===== src/rtl/psg_write_queue.sv =====
// psg_write_queue: buffers CPU byte writes and replays them onto the PSG pins,
// one sampled write per byte, paced by clk_en with a settle gap between writes.
module psg_write_queue #(
    parameter int DEPTH = 8,
    parameter int AW    = 3,
    parameter int GAP   = 2
) (
    input  logic          clk,
    input  logic          reset,
    input  logic          clk_en,
    input  logic          cpu_wr,
    input  logic [7:0]    cpu_data,
    output logic          cpu_busy,
    output logic [AW:0]   fifo_count,
    output logic          overflow,
    input  logic          ovf_clr,
    output logic [7:0]    psg_d,
    output logic          psg_ce_n,
    output logic          psg_we_n,
    input  logic          psg_ready
);
    localparam int GW = (GAP < 1) ? 1 : $clog2(GAP + 1);

    typedef enum logic [1:0] {S_IDLE, S_SETUP, S_STROBE, S_GAP} state_t;

    state_t         state_q, state_d;
    logic [7:0]     mem_q [DEPTH];
    logic [AW-1:0]  wr_ptr_q, wr_ptr_d, rd_ptr_q, rd_ptr_d;
    logic [AW:0]    count_q, count_d;
    logic [GW-1:0]  gap_q, gap_d;
    logic [7:0]     psg_d_q, psg_d_d;
    logic           overflow_q, overflow_d;
    logic           full, push, pop;

    always_comb begin
        full       = count_q == (AW+1)'(DEPTH);
        push       = cpu_wr && !full;
        pop        = state_q == S_IDLE && count_q != '0;
        wr_ptr_d   = wr_ptr_q + AW'(push);
        rd_ptr_d   = rd_ptr_q + AW'(pop);
        count_d    = count_q + (AW+1)'(push) - (AW+1)'(pop);
        overflow_d = (cpu_wr && full) ? 1'b1 : ovf_clr ? 1'b0 : overflow_q;
        psg_d_d    = pop ? mem_q[rd_ptr_q] : psg_d_q;
        state_d    = state_q;
        gap_d      = gap_q;
        case (state_q)
            S_IDLE:   state_d = pop ? S_SETUP : S_IDLE;
            S_SETUP:  state_d = clk_en ? S_STROBE : S_SETUP;
            S_STROBE: begin
                if (clk_en && psg_ready) begin
                    state_d = S_GAP;
                    gap_d   = GW'(GAP);
                end
            end
            S_GAP: begin
                if (gap_q == '0) begin
                    state_d = S_IDLE;
                end else if (clk_en) begin
                    gap_d   = gap_q - GW'(1);
                    state_d = (gap_q == GW'(1)) ? S_IDLE : S_GAP;
                end
            end
            default:  state_d = S_IDLE;
        endcase
    end

    always_ff @(posedge clk) begin
        if (reset) begin
            state_q    <= S_IDLE;
            wr_ptr_q   <= '0;
            rd_ptr_q   <= '0;
            count_q    <= '0;
            gap_q      <= '0;
            psg_d_q    <= '0;
            overflow_q <= 1'b0;
        end else begin
            state_q    <= state_d;
            wr_ptr_q   <= wr_ptr_d;
            rd_ptr_q   <= rd_ptr_d;
            count_q    <= count_d;
            gap_q      <= gap_d;
            psg_d_q    <= psg_d_d;
            overflow_q <= overflow_d;
        end
    end

    // Storage needs no reset; validity is tracked by the pointers and count.
    always_ff @(posedge clk) begin
        if (push) mem_q[wr_ptr_q] <= cpu_data;
    end

    assign cpu_busy   = full;
    assign fifo_count = count_q;
    assign overflow   = overflow_q;
    assign psg_d      = psg_d_q;
    assign psg_ce_n   = state_q != S_STROBE;
    assign psg_we_n   = state_q != S_STROBE;
endmodule


===== config.mk =====
export PLATFORM = sky130hd
export DESIGN_NAME = psg_write_queue
export DESIGN_NICKNAME = d
export VERILOG_FILES = /design/src/rtl/psg_write_queue.sv
export SDC_FILE = /design/constraint.sdc
export NUM_CORES = 1
export LEC_CHECK = 0
export ABC_AREA = 1
export BUFFER_PORTS_ARGS = -buffer_cell sky130_fd_sc_hd__buf_2
export CAP_MARGIN = 40
export CORE_MARGIN = 5
export CORE_UTILIZATION = 43
export DETAILED_ROUTE_END_ITERATION = 10
export MAX_ROUTING_LAYER = met4
export PLACE_DENSITY = 0.6
export SKIP_LAST_GASP = 1
export SLEW_MARGIN = 30
export SYNTH_ARGS = -nofsm -noshare
export SYNTH_HDL_FRONTEND = slang
export SYNTH_SLANG_ARGS = --single-unit
export TNS_END_PERCENT = 10

===== constraint.sdc =====
create_clock -name clk -period 5.95 [get_ports clk]
set_clock_uncertainty 0.1 [all_clocks]
set_input_delay 1.785 -clock clk [delete_from_list [all_inputs] [get_ports clk]]
set_output_delay 1.785 -clock clk [all_outputs]
set_load 0.005 [all_outputs]

==> impl_metrics.env <==
export IMPL_result_of_the_run="finished, final reports clean"
export IMPL_max_capacitance_violation_count=0
export IMPL_criticalPathCategory="register to output port"
export IMPL_timing_max_slew_rel_slack_pct=52.2
export IMPL_synth_simple_gate_area_share_pct=20.6
export IMPL_post_layout_total_power_w=0.00173
export IMPL_worst_path_most_repeated_cell="inv_1"
export IMPL_antenna_found_initial=0
export IMPL_rsz0062_at_grt="false"
export IMPL_num_io_pins=30
export IMPL_layout_filler_cells=809
export IMPL_portBuffers=29
export IMPL_dieWidth_um=104
export IMPL_grtUsageMet2_pct=25.4
export IMPL_critPathBufInv=3
export IMPL_initialDrtViolationCount=167
export IMPL_p_switching_w=0.000647
export IMPL_power_density_nw_per_um2=411
export IMPL_synth_distinct_cells=21
export IMPL_power_ir_vdd_worst_v=0.000202
export IMPL_postRouteWirelength_um=8130
export IMPL_hold_viol_final=0
export IMPL_critical_path_cell_chain="inv_1 -> ha_1 -> nand3_1 -> inv_1 -> buf_2"
export IMPL_setup_viol=0
export IMPL_met1_usage_pct=19.1
export IMPL_internal_power_w=0.00108
export IMPL_congestion_overflow_gr=0
export IMPL_clock_tree_root_cell="clkbuf_8"
export IMPL_clock_latency_ns=0.36
export IMPL_row_count=34
export IMPL_layout_area_overhead_vs_synth_pct=9.59
export IMPL_timing_setup_tns_ns=0
export IMPL_synth_compound_area_share_pct=2.48
export IMPL_drt_wirelength_per_cell_um=15.0
export IMPL_ys_warnings_count=0
export IMPL_holdWs_ns=0.366
export IMPL_initial_utilization_pct=44.0
export IMPL_swShare_pct=37.4
export IMPL_hpwl_um=5550
export IMPL_ys_seq_area_share_pct=62.1
export IMPL_cts_clk_slew_worst_paths_ns=0.10
export IMPL_worst_path_max_delay_cell="dfxtp_1"
export IMPL_post_route_cells_drive_above_1_share_pct=11.5
export IMPL_syn_inst=402
export IMPL_timing_final_crit_period_ns=3.12
export IMPL_total_die_area_um2=10900
export IMPL_first_global_vias=2516
export IMPL_placeableCoreArea_um2=8720
export IMPL_height_of_the_chip_um=104
export IMPL_cts_repair_resize_count=0
export IMPL_power_share_clock_pct=23.2
export IMPL_ctsLongestPathBuffers=2
export IMPL_grtUsageTotal_pct=15.5
export IMPL_cts_setup_buffers=0
export IMPL_gp_congestion=0.854
export IMPL_p_seq_share_pct=44.7
export IMPL_timing_critical_path_to_type="output port"
export IMPL_critical_path_s_top_delay_family="flip-flops"
export IMPL_clock_fmax_mhz=321
export IMPL_finish_net_count=453
export IMPL_cts_tree="done"
export IMPL_final_common_cell="nand2_1"
export IMPL_drtPass1Iterations=5
export IMPL_power_combinational_fraction_pct=32.0
export IMPL_synth_xor_area_share_pct=0.685
export IMPL_synth_seq_cells=87
export IMPL_route_detailed_vias_per_inst=4.83
export IMPL_slowest_delay_ns=0.34
export IMPL_share_of_cell_area_taken_by_muxes_after_synthesis_pct=0
export IMPL_grt_start_max_net_pins=35
export IMPL_avgSynthCellArea_um2=9.55
export IMPL_antenna_cells=0
export IMPL_critical_path_fanout_max=3
export IMPL_busiest_layer="met2"
export IMPL_final_max_slew_viol_count=0
export IMPL_timing_worst_slew_pin_value_ns=0.716
export IMPL_cp_start_kind="register"
export IMPL_clock_tree_htree_level_count=3
export IMPL_worst_ep_required_time_ns=4.07
export IMPL_postLayoutCellArea_um2=4210
export IMPL_tritoncts_num_sinks=87
export IMPL_p_leak_nw=1.86
export IMPL_synth_net_count=427
export IMPL_most_common_layout_cells="nand2_1 (112), inv_1 (72), edfxtp_1 (64), nand3_1 (52), buf_2 (29)"
export IMPL_synth_cell_area_um2=3840
export IMPL_worstPathArrival_ns=1.23
export IMPL_grt_util_met3_pct=3.35
export IMPL_postRouteAntennaNets=0
export IMPL_combinational_family_with_the_most_area_after_synthesis="simple AND/OR/NAND/NOR gates"
export IMPL_grt_first_pass_wirelength_um=12600
export IMPL_drc=0
export IMPL_final_worst_path_period_share_pct=52.4
export IMPL_num_vias=2611
export IMPL_detailed_place_area_um2=4010
export IMPL_cts_made_buffers=9
export IMPL_yosys_area_share_adder_pct=3.78
export IMPL_final_core_util_pct=48.2
export IMPL_cts_hold_buf=0
export IMPL_hold_path_class="register to register"
==> metrics by stage <==
step                setup WS (ns)  std cells
floorplan                    2.80        402
global placement             2.56        525
detailed placement           2.51        525
CTS                          2.81        541
global route                 2.71        541
finish                       2.83        541
==> metal layers <==
metal	vias to the layer above	share of wire (%)
li1	1323	-
met1	1215	47
met2	58	48
met3	15	3.9
met4	0	1.6
met5	-	0
==> sequential cells by signal, summed over array words and instances, names as in the netlist <==
register and cells:
psg_d 8, gap_q 2, wr_ptr_q 3, overflow 1
mem_q 64, fifo_count 4, state_q 2, rd_ptr_q 3
==> area by class of cell <==
type / count / area (um2) / area share [%]
sequential: 87 / 2380 / 56.6
clock inverter: 6 / 55.1 / 1.31
timing repair buffer: 30 / 153 / 3.63
tap: 108 / 135 / 3.21
multi-input combinational: 225 / 1060 / 25.2
clock buffer: 10 / 138 / 3.27
inverter: 75 / 284 / 6.75
==> worst min-delay path: stages, from the launching register on <==
cell	delay, ns
dfxtp_1	0.32
nand2_1	0.06
a21oi_1	0.05
==> cells in the mapped netlist, drive strengths merged <==
master | count | area, um2
inv | 75 | 284
buf | 14 | 109
edfxtp | 64 | 1920
fa | 1 | 20.0
o21ai | 4 | 20.0
or2 | 1 | 6.26
nor2 | 28 | 105
a21oi | 12 | 60.1
nand3 | 52 | 260
ha | 10 | 125
clkbuf | 1 | 3.75
xnor2 | 2 | 17.5
a211oi | 1 | 7.51
o211ai | 1 | 7.51
xor2 | 1 | 8.76
nand2 | 112 | 420
dfxtp | 23 | 460
==> power by group through the flow <==
| stage | Combinational (W) | Clock, W | Sequential, W |
|---|---|---|---|
| 2_1_floorplan | 0.000436 | 0 | 0.000769 |
| 3_3_place_gp | 0.000548 | 0 | 0.000785 |
| 3_5_place_dp | 0.000557 | 0 | 0.000787 |
| 4_1_cts | 0.000559 | 0.000411 | 0.000774 |
| 5_1_grt | 0.000636 | 0.000433 | 0.000783 |
| 6_report | 0.000554 | 0.000402 | 0.000774 |
==> logic make-up after synthesis <==
kind of cell | Yosys count
AOI/OAI and AO/OA | 18
xor gates and xnor gates | 3
adders and majority gates | 11
buffers and inverters | 90
DFF | 87
and+or+nand+nor | 193
==> path summary, 6_finish.rpt <==
check,start,to,slack (ns),cells after the start
max,fifo_count[2],cpu_busy,2.83,5
min,overflow,overflow,0.37,2
max reg2reg,fifo_count[2],fifo_count[2],3.24,12
min reg2reg,overflow,overflow,0.37,2
Power figures use the tool's default switching activity.
